==> src/rtl/general_purpose_register_1.sv <==
// 20-bit datapath register: load-enabled full/half writes, add/sub, logical
// shifts and clear, selected by a 10-bit control word.
module general_purpose_register_1 #(
  parameter int unsigned WIDTH = 20,
  parameter int unsigned HALF  = WIDTH / 2
) (
  input  logic             clk,
  input  logic             reset,
  input  logic             load,
  input  logic [WIDTH-1:0] i,
  input  logic [9:0]       j,
  output logic [WIDTH-1:0] o
);

  localparam int unsigned SHW = 5;

  typedef enum logic [2:0] {
    OP_LOAD = 3'b000,
    OP_LO   = 3'b001,
    OP_HI   = 3'b010,
    OP_ADD  = 3'b011,
    OP_SUB  = 3'b100,
    OP_SHL  = 3'b101,
    OP_SHR  = 3'b110,
    OP_CLR  = 3'b111
  } op_e;

  op_e              op_c;
  logic [SHW-1:0]   shamt_c;
  logic             shift_oob_c;
  logic [WIDTH-1:0] nxt_c;
  logic             unused_rsvd;

  assign op_c        = op_e'(j[2:0]);
  assign shamt_c     = j[7:3];
  assign shift_oob_c = (32'(shamt_c) >= WIDTH);
  assign unused_rsvd = ^j[9:8];

  // Next value, always computed from the pre-edge contents of o
  always_comb begin
    nxt_c = o;
    unique case (op_c)
      OP_LOAD: nxt_c = i;
      OP_LO:   nxt_c = {o[WIDTH-1:HALF], i[HALF-1:0]};
      OP_HI:   nxt_c = {i[WIDTH-1:HALF], o[HALF-1:0]};
      OP_ADD:  nxt_c = WIDTH'(o + i);
      OP_SUB:  nxt_c = WIDTH'(o - i);
      OP_SHL:  nxt_c = shift_oob_c ? '0 : (o << shamt_c);
      OP_SHR:  nxt_c = shift_oob_c ? '0 : (o >> shamt_c);
      OP_CLR:  nxt_c = '0;
      default: nxt_c = o;
    endcase
  end

  // State register; reset dominates load
  always_ff @(posedge clk or negedge reset) begin
    if (!reset) begin
      o <= '0;
    end else if (load) begin
      o <= nxt_c;
    end
  end

endmodule

==> config.mk <==
export PLATFORM = sky130hd
export DESIGN_NAME = general_purpose_register_1
export DESIGN_NICKNAME = d
export VERILOG_FILES = /design/src/rtl/general_purpose_register_1.sv
export SDC_FILE = /design/constraint.sdc
export NUM_CORES = 1
export LEC_CHECK = 0
export CAP_MARGIN = 10
export CELL_PAD_IN_SITES_DETAIL_PLACEMENT = 1
export CELL_PAD_IN_SITES_GLOBAL_PLACEMENT = 2
export CORE_ASPECT_RATIO = 2
export CORE_MARGIN = 2
export CORE_UTILIZATION = 31
export CTS_CLUSTER_SIZE = 40
export DETAILED_ROUTE_END_ITERATION = 8
export PLACE_DENSITY_LB_ADDON = 0.1
export REMOVE_ABC_BUFFERS = 1
export SYNTH_ARGS = -nofsm -noshare
export SYNTH_HDL_FRONTEND = slang
export SYNTH_SLANG_ARGS = --single-unit
export TNS_END_PERCENT = 20
==> constraint.sdc <==
create_clock -name clk -period 2.6 [get_ports clk]
set_clock_uncertainty 0.2 [all_clocks]
set_input_delay 0.52 -clock clk [delete_from_list [all_inputs] [get_ports clk]]
set_output_delay 0.52 -clock clk [all_outputs]
set_load 0.01 [all_outputs]
## Yosys cells after proc, flatten, opt, wreduce, memory -nomap -nowiden

Cells that the tools add are included.
Widths: inputs -> output; s select.

- Register bits: 20
- Input port bits: 33
- Output and inout port bits: 20
- Logic and storage cells: 22

- $add $sub $neg: 2
- Magnitude comparators: 1
- Equal/unequal tests: 7
- Shifts and indexed selects: 2
- Multiplexer cells: 3
- Bitwise operators: 2
- Reduce and logical (&&, ||, !) cells: 3

Operators by type and width:

| operator | number |
|---|---|
| $pmux 20 s8 | 1 |
| $mux 20 | 2 |
| $add 20x20->20 | 1 |
| $shl 20x5->20 | 1 |
| $shr 20x5->20 | 1 |
| $sub 20x20->20 | 1 |
| $eq 3x3->1 const B | 4 |
| $eq 3x2->1 const B | 2 |
| $ge 5x5->1 const B | 1 |
| $reduce_and 2->1 | 2 |
| $eq 3x1->1 const B | 1 |
| $logic_not 3->1 | 1 |
| $not 1->1 | 2 |

## Depth between registers and ports, before layout

Gate-level depths: netlist of run 1.

- Depth in word-level cells: 3
- Depth in mapped cells: 15
- Gate-level depth less buffers: 14

## Least setup slack after synthesis of run 1

Ideal clock, no wire load.

- Path kind: input port to flip-flop
- Start point: in j[0]
- End point: reg o[13]
- Setup time: 0.082 ns
- Data arrival time: 3.366 ns
- Required time: 2.318 ns
- Path slack: -1.049 ns
- Stages: 13
- Buffers on the path: 3
- Cell sequence: clkbuf_1 -> or3b_1 -> clkbuf_1 -> clkbuf_1 -> o21ai_0 -> inv_1 -> ha_1 -> nor2b_1 -> o2111ai_1 -> a211oi_1 -> o311ai_1 -> mux2_2 -> o22ai_1

- Word-level cells in the longest chain between the ends: 3
- Elaborated cells between the ends (all ways): 11
- Classes of those cells: 7 x eq/ne; 1 x mux; 1 x bitwise; 2 x reduce/logical

Ends and longest elaborated chain:

| element | line | RTL |
|---|---|---|
| start, declared | 11 | `input logic [9:0] j,` |
| branches (longest 3 deep; another with $pmux 20 s8) | n/a |  |
| end signal, assigned | 60 | `o <= nxt_c;` |
| end, declared | 12 | `output logic [WIDTH-1:0] o` |

Parallel ways; which one is timed is not known.
A chain may end at the register's enable or synchronous reset.

## Final worst setup path of run 1

- Start point: in i[0]
- End point: reg o[18]

- Word-level cells in the longest chain between the ends: 2
- Elaborated cells between the ends (all ways): 3
- Classes of those cells: 2 x add/sub; 1 x mux

Ends and longest elaborated chain:

| element | line | RTL |
|---|---|---|
| start, declared | 10 | `input logic [WIDTH-1:0] i,` |
| $sub 20x20->20 / $add 20x20->20 (equally long branches) | 47, 46 |  |
| $pmux 20 s8 (*) | 42 | `unique case (op_c)` |

Every way passes the cells marked *; elsewhere a longest branch is shown, timed or not.

==> flow_metrics.env, run 1 <==
export IMPL_outcome="complete, but fails checks"
export IMPL_violations="negative setup slack"
export IMPL_layout_common_cells="buf_4 (227), nor2_1 (56), nand2_1 (44), a21oi_1 (38), mux2i_1 (38)"
export IMPL_stdcell_area_mm2=0.00779
export IMPL_min_period_ps=3240
export IMPL_clk_path_buf_depth=2
export IMPL_drc=0
export IMPL_async_flop_share=1.00
export IMPL_cts_tree="yes"
export IMPL_avgSynthCellArea_um2=7.65
export IMPL_synth_edff_count=0
export IMPL_largest_register_ffs=20
export IMPL_clk_pin_slew_ps=70
export IMPL_clk_latency_ps=270
export IMPL_worstPathRequired_ps=2560
export IMPL_drt_initial_drc_count=279
export IMPL_synth_ff_type="dfrtp_1"
export IMPL_io_pins=53
export IMPL_dp_hpwl_um=21200
export IMPL_tightestPinTransition_ps=810
export IMPL_power_density_mw_per_mm2=544
export IMPL_vias=6206
export IMPL_cts_max_level=1
export IMPL_final_cells=1048
export IMPL_area_growth_syn_to_layout_pct=67.7
export IMPL_synth_seq_area_share=0.108
export IMPL_worst_slack_ps=-643
export IMPL_grt_max_degree=29
export IMPL_crit_fanout=2
export IMPL_antenna_found_initial=0
export IMPL_core_mm2=0.0147
export IMPL_cts_buffers=3
export IMPL_hold_viol=0
export IMPL_root_buffer="clkbuf_16"
export IMPL_synth_cell_types=73
export IMPL_cp_start_kind="input port"
export IMPL_grt_total_usage=0.322
export IMPL_cp_end_kind="flop"
export IMPL_portBuffers=50
export IMPL_dp_cells=1020
export IMPL_die_y_um=177
export IMPL_relSlewSlack=0.444
export IMPL_grt_pass1_vias=6615
export IMPL_maxCapViolations=0
export IMPL_dieWidth_um=90.6
export IMPL_firstDrtPassIters=4
export IMPL_final_antenna_net_count=0
export IMPL_dp_slack_ps=-1630
export IMPL_post_route_util=0.528
export IMPL_gp_congestion=1.01
export IMPL_initial_utilization=0.315
export IMPL_netlist_area_mm2=0.00464
export IMPL_ys_seq_elements=20
export IMPL_layout_commonest_cell="buf_4"
export IMPL_crit_type="in -> reg"
export IMPL_critPathArrivalTime_ps=3200
export IMPL_post_drt_via_cell_ratio=5.92
export IMPL_nets=908
export IMPL_largest_registers="o x20"
export IMPL_hp_class="in -> async"
export IMPL_finalSetupViolations=18
export IMPL_vdd_drop_max_mv=0.291
export IMPL_drv_slew=0
export IMPL_wirelength_um=26400
export IMPL_fmax_mhz=308
export IMPL_synthCells=607
export IMPL_grt_setup_unrepaired="yes"
export IMPL_numClockSinks=20
export IMPL_rows=63
export IMPL_layout_drive_gt1_share=0.462
export IMPL_regMostFlops="o"
export IMPL_placed_area_mm2=0.00686
export IMPL_wl_per_cell_um=25.2
export IMPL_dieArea_mm2=0.0160
export IMPL_diodes=0
export IMPL_grt_pass1_wl_um=39500
export IMPL_p_leak_nw=3.34
export IMPL_fin_crit_sh=1.25
export IMPL_overflow=0
export IMPL_ys_warn_count=0
[power breakdown]
group	internal, mW	switching, mW	total (mW)	leakage (nW)
Combinational	1.64	1.70	3.34	3.06
Clock	0.236	0.148	0.384	0.0442
Sequential	0.375	0.136	0.510	0.235
[routing by layer]
metal,wire (µm),GRT usage,vias to the layer above
met5,0,0,-
met4,1740,0.194,0
met3,685,0.0213,72
met2,14300,0.618,174
met1,9620,0.337,3138
li1,-,-,2822
[stage by stage]
step           hold WS, ps  total power [mW]  TNS, ps
2_1_floorplan         24.4              1.72    -7920
3_3_place_gp           411              3.23   -23230
3_5_place_dp           441              3.31   -24700
4_1_cts                409              4.05    -7370
5_1_grt                450              4.45    -9580
6_report               397              4.24    -7380
[critical path, stage by stage]
cell       delay [ps]
buf_6             100
buf_6             120
nor4_4            250
buf_4             170
nand2_2            60
nor2_4            100
buf_6             110
a21oi_1            70
xnor2_1           220
ha_1              300
a21o_1            210
a31oi_4           220
o21bai_4          100
a21oi_4           200
a2111oi_4          90
or3b_1            350
[Yosys cell counts, types with 3 or more instances]
cell,count,share of area
mux2_2,11,0.027
dfrtp_1,20,0.11
buf_1,3,0.0024
a21o_1,9,0.015
clkbuf_1,36,0.029
mux2i_1,38,0.082
inv_1,14,0.011
o221ai_1,4,0.0075
nor2b_1,5,0.0067
a22oi_1,6,0.0097
xor2_1,12,0.023
o31ai_1,4,0.0065
nand3b_1,4,0.0065
nand2_1,50,0.040
or3b_1,3,0.0057
xnor2_1,12,0.023
a211oi_1,10,0.016
o22ai_1,8,0.011
o21a_1,4,0.0065
ha_1,20,0.054
nor2_1,65,0.053
nand4_1,6,0.0081
or3_1,8,0.011
nand3_1,10,0.011
buf_2,16,0.017
nor3b_1,3,0.0048
a31oi_1,9,0.012
o211ai_1,7,0.011
mux4_2,27,0.13
nor4_1,7,0.0094
a21oi_1,49,0.053
nor3_1,20,0.022
a221oi_1,9,0.017
o311ai_0,3,0.0057
o21ai_0,40,0.043
nand2b_1,6,0.0081
[worst paths after layout]
check	start	end	slack [ps]	depth (start not counted)
worst max-delay path	i[0]	o[18]	-640	16
max in group asynchronous	reset	o[4]	1530	2
worst min register to register	o[7]	o[7]	450	2
min in group clk	o[7]	o[7]	450	2
worst max register to register	o[4]	o[18]	-120	7
worst min-delay path	reset	o[15]	400	2
[final cells by class]
class                      count  area, µm²
fill                        1799       6950
multi-input combinational    516       4450
sequential                    20        500
clock buffer                   4       88.8
tap                          195        244
inverter                      15       62.6
timing repair buffer         298       2450
[kinds of logic after synthesis]
kind of cell	Yosys count	synth area share
mux	76	0.239
buf+inv	71	0.0633
compound gates	193	0.274
flops	20	0.108
fa+ha+maj	21	0.0582
xor+xnor	24	0.0453
simple gates	202	0.212
[timing repair]
action                     4_1_cts  5_1_grt
buffers inserted                19        6
resized for setup              174       35
cloned                           0        0
setup endpoints to repair       20       20
hold buffers                     0        0
pin swaps                       59       49
Note: power is estimated with default switching activity, not from simulation.
==> inputs of run 2 (changes only) <==
- CORE_UTILIZATION: 31 -> 35
- DONT_BUFFER_PORTS: default -> 1
==> flow_metrics.env, run 2 (synthesis results as in run 1) <==
export IMPL_cpMostUsedCell="buf_4"
export IMPL_layout_commonest_cell="buf_4"
export IMPL_power_density_mw_per_mm2=573
export IMPL_timing_rr_start="o[3]"
export IMPL_maxCapViolations=0
export IMPL_portBuffers=0
export IMPL_nets=741
export IMPL_vdd_drop_max_mv=0.290
export IMPL_crit_path_cell_trace="nor4_4, buf_4, nand4_1, o41ai_2, xor2_1, ha_1, buf_4, nand2_1, nor2_2, nand3_2, nand3_1, or3b_1"
export IMPL_antenna_found_initial=0
export IMPL_drv_slew=0
export IMPL_io_pins=53
export IMPL_crit_fanout=5
export IMPL_hp_class="in -> reg"
export IMPL_r2r_end="o[18]"
export IMPL_cts_max_level=1
export IMPL_clk_pin_slew_ps=70
export IMPL_holdPathStages=2
export IMPL_clk_path_buf_depth=2
export IMPL_placed_area_mm2=0.00551
export IMPL_grt_max_degree=66
export IMPL_layout_drive_gt1_share=0.370
export IMPL_crit_buf_inv=2
export IMPL_min_period_ps=3100
export IMPL_diodes=0
export IMPL_root_buffer="clkbuf_16"
export IMPL_crit_family="simple AND/OR/NAND/NOR gates"
export IMPL_final_antenna_net_count=0
export IMPL_relSlewSlack=0.445
export IMPL_stdcell_area_mm2=0.00631
export IMPL_hold_end="o[8]"
export IMPL_initial_utilization=0.357
export IMPL_numClockSinks=20
export IMPL_dp_slack_ps=-1130
export IMPL_firstDrtPassIters=5
export IMPL_vias=5575
export IMPL_dp_hpwl_um=17900
export IMPL_dieArea_mm2=0.0143
export IMPL_wirelength_um=23000
export IMPL_area_growth_syn_to_layout_pct=35.9
export IMPL_grt_pass1_wl_um=34900
export IMPL_fmax_mhz=322
export IMPL_worstPathRequired_ps=2560
export IMPL_drc=0
export IMPL_grt_setup_unrepaired="yes"
export IMPL_finalSetupViolations=14
export IMPL_crit_type="in -> reg"
export IMPL_clk_latency_ps=280
export IMPL_worst_slack_ps=-502
export IMPL_outcome="complete, but fails checks"
export IMPL_crit_slowest_cell="ha_1"
export IMPL_reg2reg_depth=7
export IMPL_layout_common_cells="buf_4 (121), nor2_1 (58), nand2_1 (45), a21oi_1 (39), mux2i_1 (38)"
export IMPL_cp_end_kind="flop"
export IMPL_cts_tree="yes"
export IMPL_wl_per_cell_um=27.5
export IMPL_grt_pass1_vias=6005
export IMPL_hold_viol=0
export IMPL_largest_registers="o x20"
export IMPL_die_y_um=167
export IMPL_violations="negative setup slack"
export IMPL_gp_congestion=0.948
export IMPL_fin_tns_setup_ps=-4140
export IMPL_grt_total_usage=0.322
export IMPL_hp_start="j[7]"
export IMPL_p_total_mw=3.62
export IMPL_overflow=0
export IMPL_largest_register_ffs=20
export IMPL_core_mm2=0.0130
export IMPL_cts_buffers=3
export IMPL_fin_crit_sh=1.19
export IMPL_dieWidth_um=85.5
export IMPL_r2r_slack_ps=-270
export IMPL_p_leak_nw=2.53
export IMPL_drt_initial_drc_count=273
export IMPL_critPathArrivalTime_ps=3060
export IMPL_rows=59
export IMPL_regMostFlops="o"
export IMPL_post_drt_via_cell_ratio=6.65
export IMPL_tightestPinTransition_ps=809
export IMPL_cpPeakStageDelay_ps=400
export IMPL_cp_start_kind="input port"
-- run 2: changes by cell type in the layout (fill, tap and decap cells not counted), sizes merged --
cell	delta
dlygate4sd3	+1
dlymetal6s2s	-1
clkinvlp	-1
buf	-132
clkdlybuf4s15	-4
clkinv	+1
clkdlybuf4s50	-31
-- run 2: layer usage --
layer,global-route usage,up-vias,share of wire
met2,0.572,205,0.52
li1,-,2497,-
met5,0,-,0
met3,0.0411,88,0.041
met1,0.341,2785,0.36
met4,0.223,0,0.080
-- run 2: report_power, final --
group / internal [mW] / switching [mW]
Combinational: 1.30 / 1.42
Sequential: 0.374 / 0.136
Clock: 0.236 / 0.156
-- run 2: worst register-to-register path, stage by stage, from the launching register on --
cell and delay [ps]:
dfrtp_1 460, mux2i_1 340, nor2_1 80, or4_1 520
a221oi_1 520, buf_4 190, a21oi_1 70, or3b_1 370
-- run 2: cell type report --
| cell class | count | area [µm²] |
|---|---|---|
| Fill cell | 1550 | 6680 |
| Multi-Input combinational cell | 516 | 4420 |
| Timing Repair Buffer | 131 | 1050 |
| Sequential cell | 20 | 500 |
| Tap cell | 152 | 190 |
| Clock buffer | 4 | 88.8 |
| Inverter | 15 | 71.3 |
-- run 2: timing repair --
item                       in CTS  in global routing
resized for setup              92                 33
setup endpoints to repair      16                 16
cloned                          0                  0
hold endpoints to repair       20                  0
buffers inserted                8                  3
hold buffers                    2                  0
pin swaps                      34                 30
-- run 2: metrics by stage --
step | utilization | hold WS, ps | instances
detailed placement | 0.424 | 25.3 | 821
CTS | 0.471 | 267 | 835
floorplan | - | 24.4 | 551
global route | 0.486 | 286 | 838
global placement | 0.424 | 25.2 | 821
finish | 0.486 | 271 | 838
-- run 2: how the worst max path moves through the flow --
stage          startpoint    end  cells after the start
6_report             i[7]  o[18]                     12
5_1_grt              i[7]  o[18]                     12
4_1_cts              i[5]  o[19]                     12
3_5_place_dp         i[1]  o[13]                     13
3_3_place_gp         j[0]  o[13]                     11
2_1_floorplan        j[0]  o[13]                     10
==> inputs of run 3 (changes only) <==
- CTS_CLUSTER_DIAMETER: default -> 200
- HOLD_SLACK_MARGIN: default -> 0.15
==> results of run 3 <==
The final DEF is identical to that of run 2; final timing and power are the same.
